**config.mk**
```make
export PLATFORM = sky130hd
export DESIGN_NAME = key_debouncer
export DESIGN_NICKNAME = d
export VERILOG_FILES = /design/src/rtl/key_debouncer.sv
export SDC_FILE = /design/constraint.sdc
export NUM_CORES = 1
export LEC_CHECK = 0
export CAP_MARGIN = 15
export CORE_ASPECT_RATIO = 1.25
export CORE_MARGIN = 3
export CORE_UTILIZATION = 45
export DETAILED_ROUTE_END_ITERATION = 10
export PLACE_DENSITY = 0.67
export SYNTH_ARGS = -nofsm -noshare
export SYNTH_HDL_FRONTEND = slang
export SYNTH_SLANG_ARGS = --single-unit
```
**constraint.sdc**
```tcl
create_clock -name clock -period 2.3 [get_ports clock]
set_input_delay 0.345 -clock clock [delete_from_list [all_inputs] [get_ports clock]]
set_output_delay 0.345 -clock clock [all_outputs]
set_load 0.05 [all_outputs]
```
**src/rtl/key_debouncer.sv**
```systemverilog
`default_nettype none
// ============================================================================
//  Module      : key_debouncer
//  Description : Debounces the active-low pushbutton into a level, press/
//                release/long-press pulses and a press-toggled enable.
//  Revision    : 1.0 - initial release
// ============================================================================
module key_debouncer #(
  parameter int DEBOUNCE_CYCLES   = 1000000,
  parameter int LONG_PRESS_CYCLES = 50000000
) (
  input  logic clock,
  input  logic reset_n,
  input  logic key_n,
  output logic pressed,
  output logic press_pulse,
  output logic release_pulse,
  output logic long_pulse,
  output logic toggle
);

  localparam int c_DW = $clog2(DEBOUNCE_CYCLES);
  localparam int c_HW = $clog2(LONG_PRESS_CYCLES + 1);
  localparam logic [c_DW-1:0] c_DCNT_LAST = c_DW'(DEBOUNCE_CYCLES - 1);
  localparam logic [c_HW-1:0] c_HCNT_MAX  = c_HW'(LONG_PRESS_CYCLES);
  localparam logic [c_HW-1:0] c_HCNT_HIT  = c_HW'(LONG_PRESS_CYCLES - 1);

  typedef enum logic [1:0] {
    RELEASED  = 2'd0,
    ARMING    = 2'd1,
    HELD      = 2'd2,
    DISARMING = 2'd3
  } state_t;

  state_t          r_state;
  logic            r_sync1;
  logic            r_sync2;
  logic [c_DW-1:0] r_dcnt;
  logic [c_HW-1:0] r_hcnt;

  logic            w_key_s;
  logic            w_dcnt_done;
  logic            w_long_hit;
  logic [c_HW-1:0] w_hcnt_next;

  assign w_key_s     = ~r_sync2;
  assign w_dcnt_done = (r_dcnt == c_DCNT_LAST);
  // Saturation at the limit is what stops a second long pulse for one press.
  assign w_hcnt_next = (r_hcnt == c_HCNT_MAX) ? r_hcnt : r_hcnt + 1'b1;
  assign w_long_hit  = (r_hcnt == c_HCNT_HIT);

  always_ff @(posedge clock or negedge reset_n) begin
    if (!reset_n) begin
      r_sync1       <= 1'b1;
      r_sync2       <= 1'b1;
      r_state       <= RELEASED;
      r_dcnt        <= '0;
      r_hcnt        <= '0;
      pressed       <= 1'b0;
      press_pulse   <= 1'b0;
      release_pulse <= 1'b0;
      long_pulse    <= 1'b0;
      toggle        <= 1'b0;
    end else begin
      r_sync1       <= key_n;
      r_sync2       <= r_sync1;
      press_pulse   <= 1'b0;
      release_pulse <= 1'b0;
      long_pulse    <= 1'b0;

      case (r_state)
        RELEASED: begin
          if (w_key_s) begin
            r_state <= ARMING;
            r_dcnt  <= '0;
          end
        end

        ARMING: begin
          if (!w_key_s) begin
            r_state <= RELEASED;
            r_dcnt  <= '0;
          end else if (w_dcnt_done) begin
            r_state     <= HELD;
            press_pulse <= 1'b1;
            pressed     <= 1'b1;
            toggle      <= ~toggle;
            r_hcnt      <= '0;
          end else begin
            r_dcnt <= r_dcnt + 1'b1;
          end
        end

        HELD: begin
          r_hcnt     <= w_hcnt_next;
          long_pulse <= w_long_hit;
          if (!w_key_s) begin
            r_state <= DISARMING;
            r_dcnt  <= '0;
          end
        end

        DISARMING: begin
          r_hcnt <= w_hcnt_next;
          if (w_key_s) begin
            r_state    <= HELD;
            long_pulse <= w_long_hit;
          end else if (w_dcnt_done) begin
            // Release wins over a coincident long hit: no long pulse after release.
            r_state       <= RELEASED;
            release_pulse <= 1'b1;
            pressed       <= 1'b0;
          end else begin
            r_dcnt     <= r_dcnt + 1'b1;
            long_pulse <= w_long_hit;
          end
        end

        default: r_state <= RELEASED;
      endcase
    end
  end

endmodule
`default_nettype wire

```
Word level (Yosys, flattened, before mapping)
Index checks and enable logic that the tools add are counted.

storage, ports and cells
  register bits = 55
  input bits = 3
  output and inout port bits = 5

operators by class
  $add $sub $neg = 2
  eq/ne operators = 15
  multiplexer cells = 30
  bitwise logic cells = 2
  reductions and logical operators = 9

operators with widths
  operator                                                         number
  20-bit two-way mux                                               5
  20-bit case mux with 4 select lines                              1
  26-bit two-way mux                                               3
  26-bit == test, second input constant                            2
  26-bit case mux with 2 select lines                              1
  26-bit by 1-bit adder with 26-bit output, second input constant  1
  20-bit by 1-bit adder with 20-bit output, second input constant  1
  20-bit == test, second input constant                            1
  2-bit != test, second input constant                             7
  2-bit two-way mux                                                6
  1-bit two-way mux                                                11
  2-bit case mux with 4 select lines                               1
  4-bit AND reduction                                              2
  3-bit != test, second input constant                             2
  3-bit AND reduction                                              2
  5-bit AND reduction                                              1
  2-bit == test, second input constant                             2
  1-bit case mux with 2 select lines                               2
  2-bit nonzero test                                               2
  2-bit by 1-bit == test with 1-bit output, second input constant  1
  2-bit zero test                                                  1
  1-bit inverter                                                   2
  2-bit OR reduction                                               1

Longest topological paths before layout
Gate-level depths: netlist (run 1).

  depth after elaboration = 4
  mapped depth = 7
  gate-level depth less buffers = 7

Worst setup path before layout (run 1)
No wires, ideal clock.

  path type = register to register
  start = register r_dcnt[6]
  end = register r_hcnt[10]
  arrival time = 1.900 ns
  data required time = 2.181 ns
  setup slack = 0.282 ns
  cell stages (with the launch flop) = 8
  clock period less this slack = 2.018 ns
  path through = dfrtp_1 -> buf_4 -> or4_4 -> nor4_4 -> nand2_2 -> nor3_4 -> buf_6 -> nor2_1

on the way
  cells in the longest elaborated chain, start to end = 3

RTL lines
  element                               RTL line  RTL
  start: declaration                    38        logic [c_DW-1:0] r_dcnt;
  start signal: assignment              90        r_dcnt <= r_dcnt + 1'b1;
  start signal: assignment              114       r_dcnt <= r_dcnt + 1'b1;
  20-bit == test                        47        assign w_dcnt_done = (r_dcnt == c_DCNT_LAST);
  2-bit != test (no source line)        -
  4-bit AND reduction (no source line)  -
  end signal: assignment                95        r_hcnt <= w_hcnt_next;
  end signal: assignment                104       r_hcnt <= w_hcnt_next;
  end: declaration                      39        logic [c_HW-1:0] r_hcnt;

No other way between the ends.
A chain may end at the register's enable or synchronous reset.

Worst setup path after layout (run 1)
  start = register r_dcnt[10]
  end = register toggle

on the way
  cells in the longest elaborated chain, start to end = 2

RTL lines
  element                               RTL line  RTL
  20-bit == test                        47
  3-bit AND reduction (no source line)  -
  end signal: assignment                87        toggle <= ~toggle;
  end: declaration                      19        output logic toggle

No other way between the ends.

==> metrics.log, run 1 <==
INFO  metric outcome = finished, final reports clean
INFO  metric flip_flop_and_latch_count_after_synthesis = 55
INFO  metric grt.total_usage = 19.7%
INFO  metric drv_cap = 0
INFO  metric yosys_warnings = 0
INFO  metric detail_route.first_pass.iterations = 4
INFO  metric sequential_element_share_of_the_synthesized_area = 47.2%
INFO  metric sw_pwr = 0.000387 W
INFO  metric fmax = 460 MHz
INFO  metric via_per_inst = 5.78
INFO  metric place.detailed.instances = 418
INFO  metric synthMostInstantiatedCell = dfrtp_1
INFO  metric tritoncts = built
INFO  metric fin_setup_tns = 0 ps
INFO  metric worst_setup_path_end_kind = flip-flop
INFO  metric timing.reg2reg.setup_slack = 130 ps
INFO  metric worst_hold_path.num_cells = 0
INFO  metric period_minus_slack = 2170 ps
INFO  metric cell_area_synth = 2920 um^2
INFO  metric timing.critical_path.from_type = flip-flop
INFO  metric rsz_0062_raised_after_global_routing = false
INFO  metric std_cell_rows = 32
INFO  metric layout.cells.non_filler = 427
INFO  metric p_comb_share = 4.6%
INFO  metric clock_power_share = 34.0%
INFO  metric syn_nets = 323
INFO  metric synth.cells.most_frequent = dfrtp_1 (53), nand3_1 (35), nor2_1 (32)
INFO  metric critical_path.reg2reg.startpoint = r_dcnt[10]
INFO  metric drc = 0
INFO  metric wire_per_inst = 15.3 um
INFO  metric syn-instance-count = 317
INFO  metric timing.setup.critical_path_class = reg -> reg
INFO  metric dr_total_vias = 2470
INFO  metric vdd_drop_max = 0.000325 V
INFO  metric first_global_vias = 2551
INFO  metric synth_edf_count = 0
INFO  metric worst_setup_hold_path_clk_slew = 100 ps
INFO  metric max_slew.worst_pin.slew = 510 ps
INFO  metric internal_cell_power = 0.00121 W
INFO  metric synth_top_area_cell = dfrtp_1
INFO  metric timing.critical_path.fanout_max = 21
INFO  metric clk-insertion-delay-late = 310 ps
INFO  metric endpoint_of_the_worst_hold_path = r_sync2
INFO  metric ant_nets = 0
INFO  metric overflow = 0
INFO  metric arrival = 2410 ps
INFO  metric fp.dieH = 96.1 um
INFO  metric antenna_found_initial = 0
INFO  metric initial_utilization = 46.8%
INFO  metric netlist-cell-type-count = 49
INFO  metric detailed_place_hpwl = 4570 um
INFO  metric insertedDiodeCount = 0
INFO  metric hold_viol = 0
INFO  metric cts-htree-levels = 2
INFO  metric fraction_of_layout_instances_using_a_drive_strength_above_1 = 10.2%
INFO  metric die_area = 7500 um^2
INFO  metric cts.path.max_buffers = 2
INFO  metric place.gp.congestion = 0.796
INFO  metric floorplan.io_pins = 8
INFO  metric grt_pass1_wl = 11800 um
INFO  metric switching_share = 24.2%
INFO  metric leakagePower = 1.41 nW
INFO  metric floorplan.die.width = 78.1 um
INFO  metric hp-start = r_sync1
INFO  metric cts_made_buffers = 5
INFO  metric synth_top_cells_by_area = dfrtp_1 (45%), nand3_1 (6.0%), nor2_1 (4.1%)
INFO  metric ys_async_sr_fraction = 100%
INFO  metric most_frequently_used_flop_master_after_synthesis = dfrtp_1
INFO  metric areaGrowthSynthToFinish = 12.7%
INFO  metric cts-root-buf = clkbuf_8
INFO  metric grt_start_max_net_pins = 35
INFO  metric finalHoldWorstSlack = 370 ps
INFO  metric final.period_utilization = 94.4%
INFO  metric setup_viol = 0
INFO  metric detailedRoute.firstIterationViolations = 128
INFO  metric syn-mean-instance-area = 9.22 um^2
INFO  metric max_slew_margin = 66.0%
INFO  metric nNetsFinal = 347
INFO  metric required = 2540 ps
INFO  metric cts.sink_count = 55
INFO  metric end_of_the_worst_register_to_register_path = toggle
INFO  metric post-synth-top-area-fraction = 45.4%
INFO  metric routed_wirelength = 6530 um
INFO  metric drv_slew = 0
INFO  metric min-delay-path-class = reg -> reg
INFO  metric cellPowerDensity = 485 nW/um^2
INFO  metric timing.reg2reg.worst_path_depth = 6
INFO  metric floorplan.core_area = 6250 um^2
INFO  metric fin_skew = 13.1 ps
INFO  metric pwr-share-seq = 61.5%
INFO  metric numPortBuffers = 7
sequential cells by signal (all words and copies together) (netlist names), named ones only:
signal and count:
r_state 1, r_sync1 1, pressed 1, release_pulse 1, press_pulse 1, toggle 1, r_hcnt 26, r_dcnt 20
r_sync2 1, long_pulse 1
metrics by stage:
step                      power (W)  utilization (%)  worst slack, ps  instance area [um^2]
after global routing        0.00165             52.7             4.31                  3290
final                       0.00160             52.7              128                  3290
after detailed placement    0.00107             51.1              156                  3190
after global placement      0.00107             51.1              192                  3190
after CTS                   0.00162             52.6              120                  3290
after floorplan             0.00103                -              282                  2920
critical path: stages, from the launching register on:
cell and delay [ps]:
dfrtp_1 450, or4_4 550, nor4_4 360, nand2_2 180
nor3_4 240, buf_12 180, xor2_1 150
power by group through the flow:
stage	clock network, W	logic (W)	registers, W
after floorplan	0	0.0000330	0.000998
final	0.000542	0.0000727	0.000981
after global routing	0.000588	0.0000820	0.000983
after detailed placement	0	0.0000722	0.00100
after global placement	0	0.0000709	0.00100
after CTS	0.000561	0.0000739	0.000981
placed cells by master, fill, tap and decap left out, types with 2 or more instances in the layout:
master,n
o21ai_0,22
clkdlybuf4s50_1,6
a41oi_1,2
nor3_1,10
and2_1,3
dfstp_2,2
and4_1,2
xor2_1,13
and3_1,8
inv_1,7
a31oi_1,4
buf_4,17
nand2b_1,5
nor2_1,32
xnor2_1,11
nand2_1,30
clkbuf_8,5
or4_1,2
ha_1,3
nand3_1,34
nor4_1,5
nand4_1,16
buf_12,2
nand4b_1,2
o211ai_1,3
nor4bb_1,2
or4b_1,2
a211oi_1,2
dfrtp_1,53
a21oi_1,11
o31ai_1,2
timing repair:
item | CTS | global route
gates resized for setup | 0 | 1
endpoints found under the hold margin | 8 | 0
hold buffers | 1 | 0
buffers inserted | 0 | 0
endpoints found under the setup margin | 0 | 6
layer usage:
metal	share of wire [%]	wire, um	track usage (%)
met1	43	2800	23.4
met2	52	3380	36.1
met3	2.9	190	2.81
met4	2.3	152	7.73
met5	0	0	0
cell families (layout without fill, tap and decap cells):
family | count (synthesis) | in the layout | synth area share (%)
and+or+nand+nor | 166 | 166 | 30.7
DFF | 55 | 55 | 47.2
AOI/OAI and AO/OA | 52 | 52 | 10.4
xor gates and xnor gates | 24 | 24 | 7.19
buffers and inverters | 17 | 42 | 3.25
adders and majority gates | 3 | 3 | 1.28
worst max path at each step:
stage	start	end	slack, ps	cells past startpoint
after floorplan	r_dcnt[6]	r_hcnt[10]	280	7
after global placement	r_dcnt[11]	toggle	190	6
after detailed placement	r_dcnt[11]	toggle	160	6
after CTS	r_dcnt[11]	toggle	120	6
after global routing	r_dcnt[10]	toggle	4	6
final	r_dcnt[10]	toggle	130	6
area by class of cell:
type,instances,area [um^2]
clock buffers,6,72.6
well taps,85,106
multi-input cells,245,1450
clock inverters,2,12.5
fillers,623,2950
flip-flops and latches,55,1380
inverters,7,26.3
repair buffers,27,243
Power figures use the tool's default switching activity.
==> inputs of run 2 (changes only) <==
--- a/config.mk
+++ b/config.mk
@@ -7,7 +7,7 @@
 export LEC_CHECK = 0
 export CAP_MARGIN = 15
 export CORE_ASPECT_RATIO = 1.25
-export CORE_MARGIN = 3
+export CORE_MARGIN = 1
 export CORE_UTILIZATION = 45
 export DETAILED_ROUTE_END_ITERATION = 10
 export PLACE_DENSITY = 0.67
==> run 2 against run 1 <==
  * Combinational power down 1%
  * Clock-buffer cell count unchanged
  * Largest power group unchanged
  * Cell count up 0.47%
  * Clock skew up 0.86 ps
  * Hold slack worse by 360 ps
  * Maximum frequency down 0.16%
  * First-iteration DRC count unchanged
  * Non-clock buffer count up 2
==> metrics.log, run 2 (synthesized netlist as in run 1, its figures left out) <==
INFO  metric outcome = finished, final reports clean
INFO  metric place.detailed.instances = 418
INFO  metric slowest_stage = or4_4
INFO  metric routed_wirelength = 6170 um
INFO  metric fraction_of_layout_instances_using_a_drive_strength_above_1 = 11.3%
INFO  metric dr_total_vias = 2428
INFO  metric antenna_found_initial = 0
INFO  metric via_per_inst = 5.66
INFO  metric timing.critical_path.fanout_max = 21
INFO  metric grt.total_usage = 20.5%
INFO  metric fmax = 460 MHz
INFO  metric drc = 0
INFO  metric max_slew_margin = 66.3%
INFO  metric largest_register_ff_count = 26
INFO  metric final_area = 3350 um^2
INFO  metric die_area = 6820 um^2
INFO  metric cellPowerDensity = 537 nW/um^2
INFO  metric leakagePower = 1.44 nW
INFO  metric layout.cells.non_filler = 429
INFO  metric arrival = 2400 ps
INFO  metric place.gp.congestion = 0.863
INFO  metric timing.setup.critical_path_class = reg -> reg
INFO  metric worst_setup_path_end_kind = flip-flop
INFO  metric detail_route.first_pass.iterations = 4
INFO  metric timing.reg2reg.setup_slack = 120 ps
INFO  metric layout_commonest_cell = dfrtp_1
INFO  metric worst_setup_hold_path_clk_slew = 100 ps
INFO  metric post-route-util = 54.1%
INFO  metric cts_made_buffers = 5
INFO  metric ant_nets = 0
INFO  metric placedInstanceArea = 3190 um^2
INFO  metric clk-insertion-delay-late = 310 ps
INFO  metric critical-path-max-stage-delay = 510 ps
INFO  metric grt_pass1_wl = 10800 um
INFO  metric required = 2520 ps
INFO  metric hold_viol = 0
INFO  metric timing.critical_path.cells = or4_4, nor4_4, nand2_2, nor3_4, buf_12, xor2_1
INFO  metric grt_start_max_net_pins = 56
INFO  metric drv_slew = 0
INFO  metric min-delay-path-class = in -> async
INFO  metric floorplan.core_area = 6210 um^2
INFO  metric areaGrowthSynthToFinish = 14.8%
INFO  metric floorplan.die.width = 74.1 um
INFO  metric cts-htree-levels = 2
INFO  metric postCtsHoldBufs = 0
INFO  metric fp.dieH = 92.1 um
INFO  metric drv_cap = 0
INFO  metric tritoncts = built
INFO  metric cts.sink_count = 55
INFO  metric insertedDiodeCount = 0
INFO  metric wire_per_inst = 14.4 um
INFO  metric fin_setup_tns = 0 ps
INFO  metric max_slew.worst_pin.slew = 506 ps
INFO  metric nNetsFinal = 349
INFO  metric cts-root-buf = clkbuf_8
INFO  metric setup_viol = 0
INFO  metric period_minus_slack = 2180 ps
INFO  metric reg.largest.list = r_hcnt: 26 flops, r_dcnt: 20 flops
INFO  metric final.period_utilization = 94.6%
INFO  metric first_global_vias = 2403
INFO  metric overflow = 0
INFO  metric detailedRoute.firstIterationViolations = 128
INFO  metric initial_utilization = 47.1%
INFO  metric numPortBuffers = 7
INFO  metric floorplan.io_pins = 8
INFO  metric cts.path.max_buffers = 2
INFO  metric fillerInstances = 585
INFO  metric std_cell_rows = 32
INFO  metric timing.critical_path.from_type = flip-flop
INFO  metric detailed_place_hpwl = 4200 um
INFO  metric fin_skew = 13.9 ps
INFO  metric vdd_drop_max = 0.000500 V
INFO  metric largest_register = r_hcnt
INFO  metric most_used_cells_in_the_layout_excluding_fill_and_tap_cells = dfrtp_1 (52), nand3_1 (34), nor2_1 (32)
[run 2: cell count changes in the layout (fill, tap and decap cells not counted), sizes merged]
| cell | previous run | this run |
|---|---|---|
| buf | 20 | 23 |
| bufinv | 0 | 2 |
| clkinv | 1 | 0 |
| clkinvlp | 1 | 0 |
| dlygate4sd3 | 1 | 0 |
[run 2: cell type report]
cell class	instances	area [um^2]	area share, %
Multi-Input combinational cell	245	1450	43.3
Sequential cell	55	1380	41.1
Timing Repair Buffer	29	255	7.61
Tap cell	85	106	3.17
Clock buffer	6	72.6	2.16
Clock inverter	2	60.1	1.79
Inverter	7	26.3	0.783
[run 2: metal layers]
metal	vias to the layer above	GRT usage, %	wire length [um]
met2	34	35.5	3110
met4	0	7.53	140
met5	-	0	0
met3	11	3.19	154
li1	1204	-	-
met1	1179	24.9	2760
[run 2: worst paths after layout]
kind	startpoint	to	cells after the start
max reg2reg	r_dcnt[12]	toggle	6
min	reset_n	r_dcnt[2]	2
max	r_dcnt[12]	toggle	6
min reg2reg	r_sync1	r_sync2	0
min in group clock	r_sync1	r_sync2	0
max in group asynchronous	reset_n	r_sync1	2
[run 2: timing repair]
item                                    4_1_cts  5_1_grt
buffers inserted                              0        3
gates resized for setup                       0        2
endpoints found under the setup margin        0        8
[run 2: per-stage QoR]
step                      hold slack, ps  worst slack (ps)  total power, W
after floorplan                     49.4               282         0.00103
after global placement               346               155         0.00107
after detailed placement             354               126         0.00107
after CTS                           22.9              92.3         0.00183
after global routing                21.7             -23.1         0.00187
final                               9.98               125         0.00180
[run 2: power by group]
group          leakage (nW)  internal, W  switching, W   total, W
Combinational         0.616    0.0000219     0.0000500  0.0000719
Clock                0.0654     0.000435      0.000315   0.000750
Sequential            0.756     0.000973    0.00000766   0.000981
[run 2: worst max-delay path, delay by kind of cell (launching register included)]
kind	cells	cell delay [ps]
flops	1	470
xor+xnor	1	150
simple gates	4	1280
buf+inv	1	180
==> inputs of run 3 (changes only) <==
--- a/config.mk
+++ b/config.mk
@@ -8,9 +8,9 @@
 export CAP_MARGIN = 15
 export CORE_ASPECT_RATIO = 1.25
 export CORE_MARGIN = 1
-export CORE_UTILIZATION = 45
+export CORE_UTILIZATION = 61
 export DETAILED_ROUTE_END_ITERATION = 10
-export PLACE_DENSITY = 0.67
+export PLACE_DENSITY = 0.85
 export SYNTH_ARGS = -nofsm -noshare
 export SYNTH_HDL_FRONTEND = slang
 export SYNTH_SLANG_ARGS = --single-unit
==> run 3 against run 2 <==
  * Maximum frequency up 1.1%
  * Highest routed layer unchanged
  * Power down 10%
  * Sequential power about the same
  * First-iteration DRC count up 68%
  * Non-clock buffer count down 2
  * Flip-flop and latch count unchanged
  * Largest cell class unchanged
  * Sequential share of layout area up 1.2 points
  * Clock power down 24%
  * Via count up 0.49%
  * Hold slack better by 330 ps
  * Critical path depth unchanged
  * Routed wire length down 2.8%
  * Critical path type unchanged
==> metrics.log, run 3 (synthesized netlist as in run 1, its figures left out) <==
INFO  metric die_area = 5070 um^2
INFO  metric sw_pwr = 0.000354 W
INFO  metric detailed_place_hpwl = 4320 um
INFO  metric path_depth = 6
INFO  metric cts.repair_timing.setup_buffer_count = 0
INFO  metric ant_nets = 0
INFO  metric antenna_found_initial = 0
INFO  metric clk-insertion-delay-late = 310 ps
INFO  metric required = 2490 ps
INFO  metric wire_per_inst = 15.0 um
INFO  metric rsz_0062_raised_after_global_routing = false
INFO  metric critPathTopFamily = simple AND/OR/NAND/NOR gates
INFO  metric leakagePower = 1.41 nW
INFO  metric nNetsFinal = 347
INFO  metric cts-htree-levels = 2
INFO  metric fillerInstances = 342
INFO  metric setup_viol = 0
INFO  metric critical-path-max-stage-delay = 590 ps
INFO  metric floorplan.io_pins = 8
INFO  metric period_minus_slack = 2150 ps
INFO  metric worst_setup_path_end_kind = flip-flop
INFO  metric post_cts_resize_count = 0
INFO  metric largest_register = r_hcnt
INFO  metric floorplan.die.width = 63.9 um
INFO  metric switching_share = 21.8%
INFO  metric layout.cells.non_filler = 400
INFO  metric drv_slew = 0
INFO  metric grt_pass1_wl = 10500 um
INFO  metric detailedRoute.firstIterationViolations = 215
INFO  metric hold_viol = 0
INFO  metric timing.critical_path.from_type = flip-flop
INFO  metric fraction_of_layout_instances_using_a_drive_strength_above_1 = 9.94%
INFO  metric max_slew.worst_pin.slew = 511 ps
INFO  metric timing.critical_path.cells = or4b_1, nor4_4, nand2_2, nor3_4, buf_12, nor2_1
INFO  metric cts.sink_count = 55
INFO  metric initial_utilization = 65.1%
INFO  metric first_global_vias = 2391
INFO  metric timing.critical_path.fanout_max = 20
INFO  metric worst_setup_hold_path_clk_slew = 100 ps
INFO  metric numPortBuffers = 7
INFO  metric clock_power_share = 35.3%
INFO  metric floorplan.core_area = 4490 um^2
INFO  metric vdd_drop_max = 0.000382 V
INFO  metric reg.largest.list = r_hcnt: 26 flops, r_dcnt: 20 flops
INFO  metric timing.reg2reg.worst_path_depth = 6
INFO  metric insertedDiodeCount = 0
INFO  metric grt.total_usage = 26.7%
INFO  metric largest_register_ff_count = 26
INFO  metric drv_cap = 0
INFO  metric overflow = 0
INFO  metric internal_cell_power = 0.00127 W
INFO  metric cts-root-buf = clkbuf_8
INFO  metric max_slew_margin = 65.8%
INFO  metric via_per_inst = 6.10
INFO  metric dr_total_vias = 2440
INFO  metric std_cell_rows = 27
INFO  metric final.period_utilization = 93.6%
INFO  metric fp.dieH = 79.4 um
INFO  metric cts.path.max_buffers = 2
INFO  metric arrival = 2350 ps
INFO  metric layout_commonest_cell = dfrtp_1
INFO  metric grt_start_max_net_pins = 33
INFO  metric min-delay-path-class = in -> async
INFO  metric areaGrowthSynthToFinish = 11.4%
INFO  metric routed_wirelength = 5990 um
INFO  metric most_used_cells_in_the_layout_excluding_fill_and_tap_cells = dfrtp_1 (53), nand3_1 (35), nor2_1 (32)
INFO  metric tritoncts = built
INFO  metric cts_made_buffers = 5
INFO  metric p_comb_share = 4.3%
INFO  metric outcome = finished, final reports clean
INFO  metric place.detailed.instances = 391
INFO  metric slowest_stage = or4b_1
INFO  metric place.gp.congestion = 0.857
INFO  metric fmax = 465 MHz
INFO  metric fin_setup_tns = 0 ps
INFO  metric fin_skew = 10.0 ps
INFO  metric detail_route.first_pass.iterations = 5
INFO  metric drc = 0
INFO  metric pwr-share-seq = 60.5%
INFO  metric crit_buf_inv = 1
INFO  metric timing.setup.critical_path_class = reg -> reg
INFO  metric cellPowerDensity = 498 nW/um^2
==> run 3: power groups by stage <==
stage | Sequential, W | Clock, W | Combinational, W
floorplan | 0.000998 | 0 | 0.0000330
global placement | 0.00100 | 0 | 0.0000674
detailed placement | 0.00100 | 0 | 0.0000689
CTS | 0.000981 | 0.000591 | 0.0000702
global route | 0.000983 | 0.000621 | 0.0000803
finish | 0.000981 | 0.000573 | 0.0000690
==> run 3: worst paths after layout <==
kind | to | slack (ps) | start
hold reg to reg | r_sync2 | 360 | r_sync1
setup / recovery | r_hcnt[24] | 150 | r_dcnt[7]
max in group asynchronous | r_hcnt[16] | 1390 | reset_n
hold / removal | toggle | 340 | reset_n
setup reg to reg | r_hcnt[24] | 150 | r_dcnt[7]
min in group clock | r_sync2 | 360 | r_sync1
==> run 3: layout make-up <==
class                           count  area (um^2)  share of cell area [%]
Timing Repair Buffer               27          230                    7.07
Multi-Input combinational cell    245         1450                    44.5
Sequential cell                    55         1380                    42.3
Inverter                            7         26.3                   0.807
Clock buffer                        8          100                    3.07
Tap cell                           58         72.6                    2.23
==> run 3: layer usage <==
metal | track usage [%] | vias to the layer above | part of all wire, %
met1 | 32.1 | 1176 | 43
met2 | 48.2 | 55 | 52
li1 | - | 1198 | -
met3 | 4.29 | 11 | 3.2
met4 | 9.09 | 0 | 1.5
met5 | 0 | - | 0
==> run 3: what timing repair did <==
item                                    in CTS  in global routing
hold endpoints to repair                     1                  0
endpoints found under the setup margin       0                  3
hold buffers                                 1                  0
==> run 3: through the flow <==
step           area [um^2]  total power [W]  setup slack (ps)  util, %  hold WS (ps)
6_report              3260          0.00162               148     72.5           341
2_1_floorplan         2920          0.00103               282        -          49.4
5_1_grt               3260          0.00168              15.1     72.5           351
4_1_cts               3260          0.00164              95.7     72.5           331
3_5_place_dp          3150          0.00107               125     70.0           137
3_3_place_gp          3150          0.00107               205     70.0           133
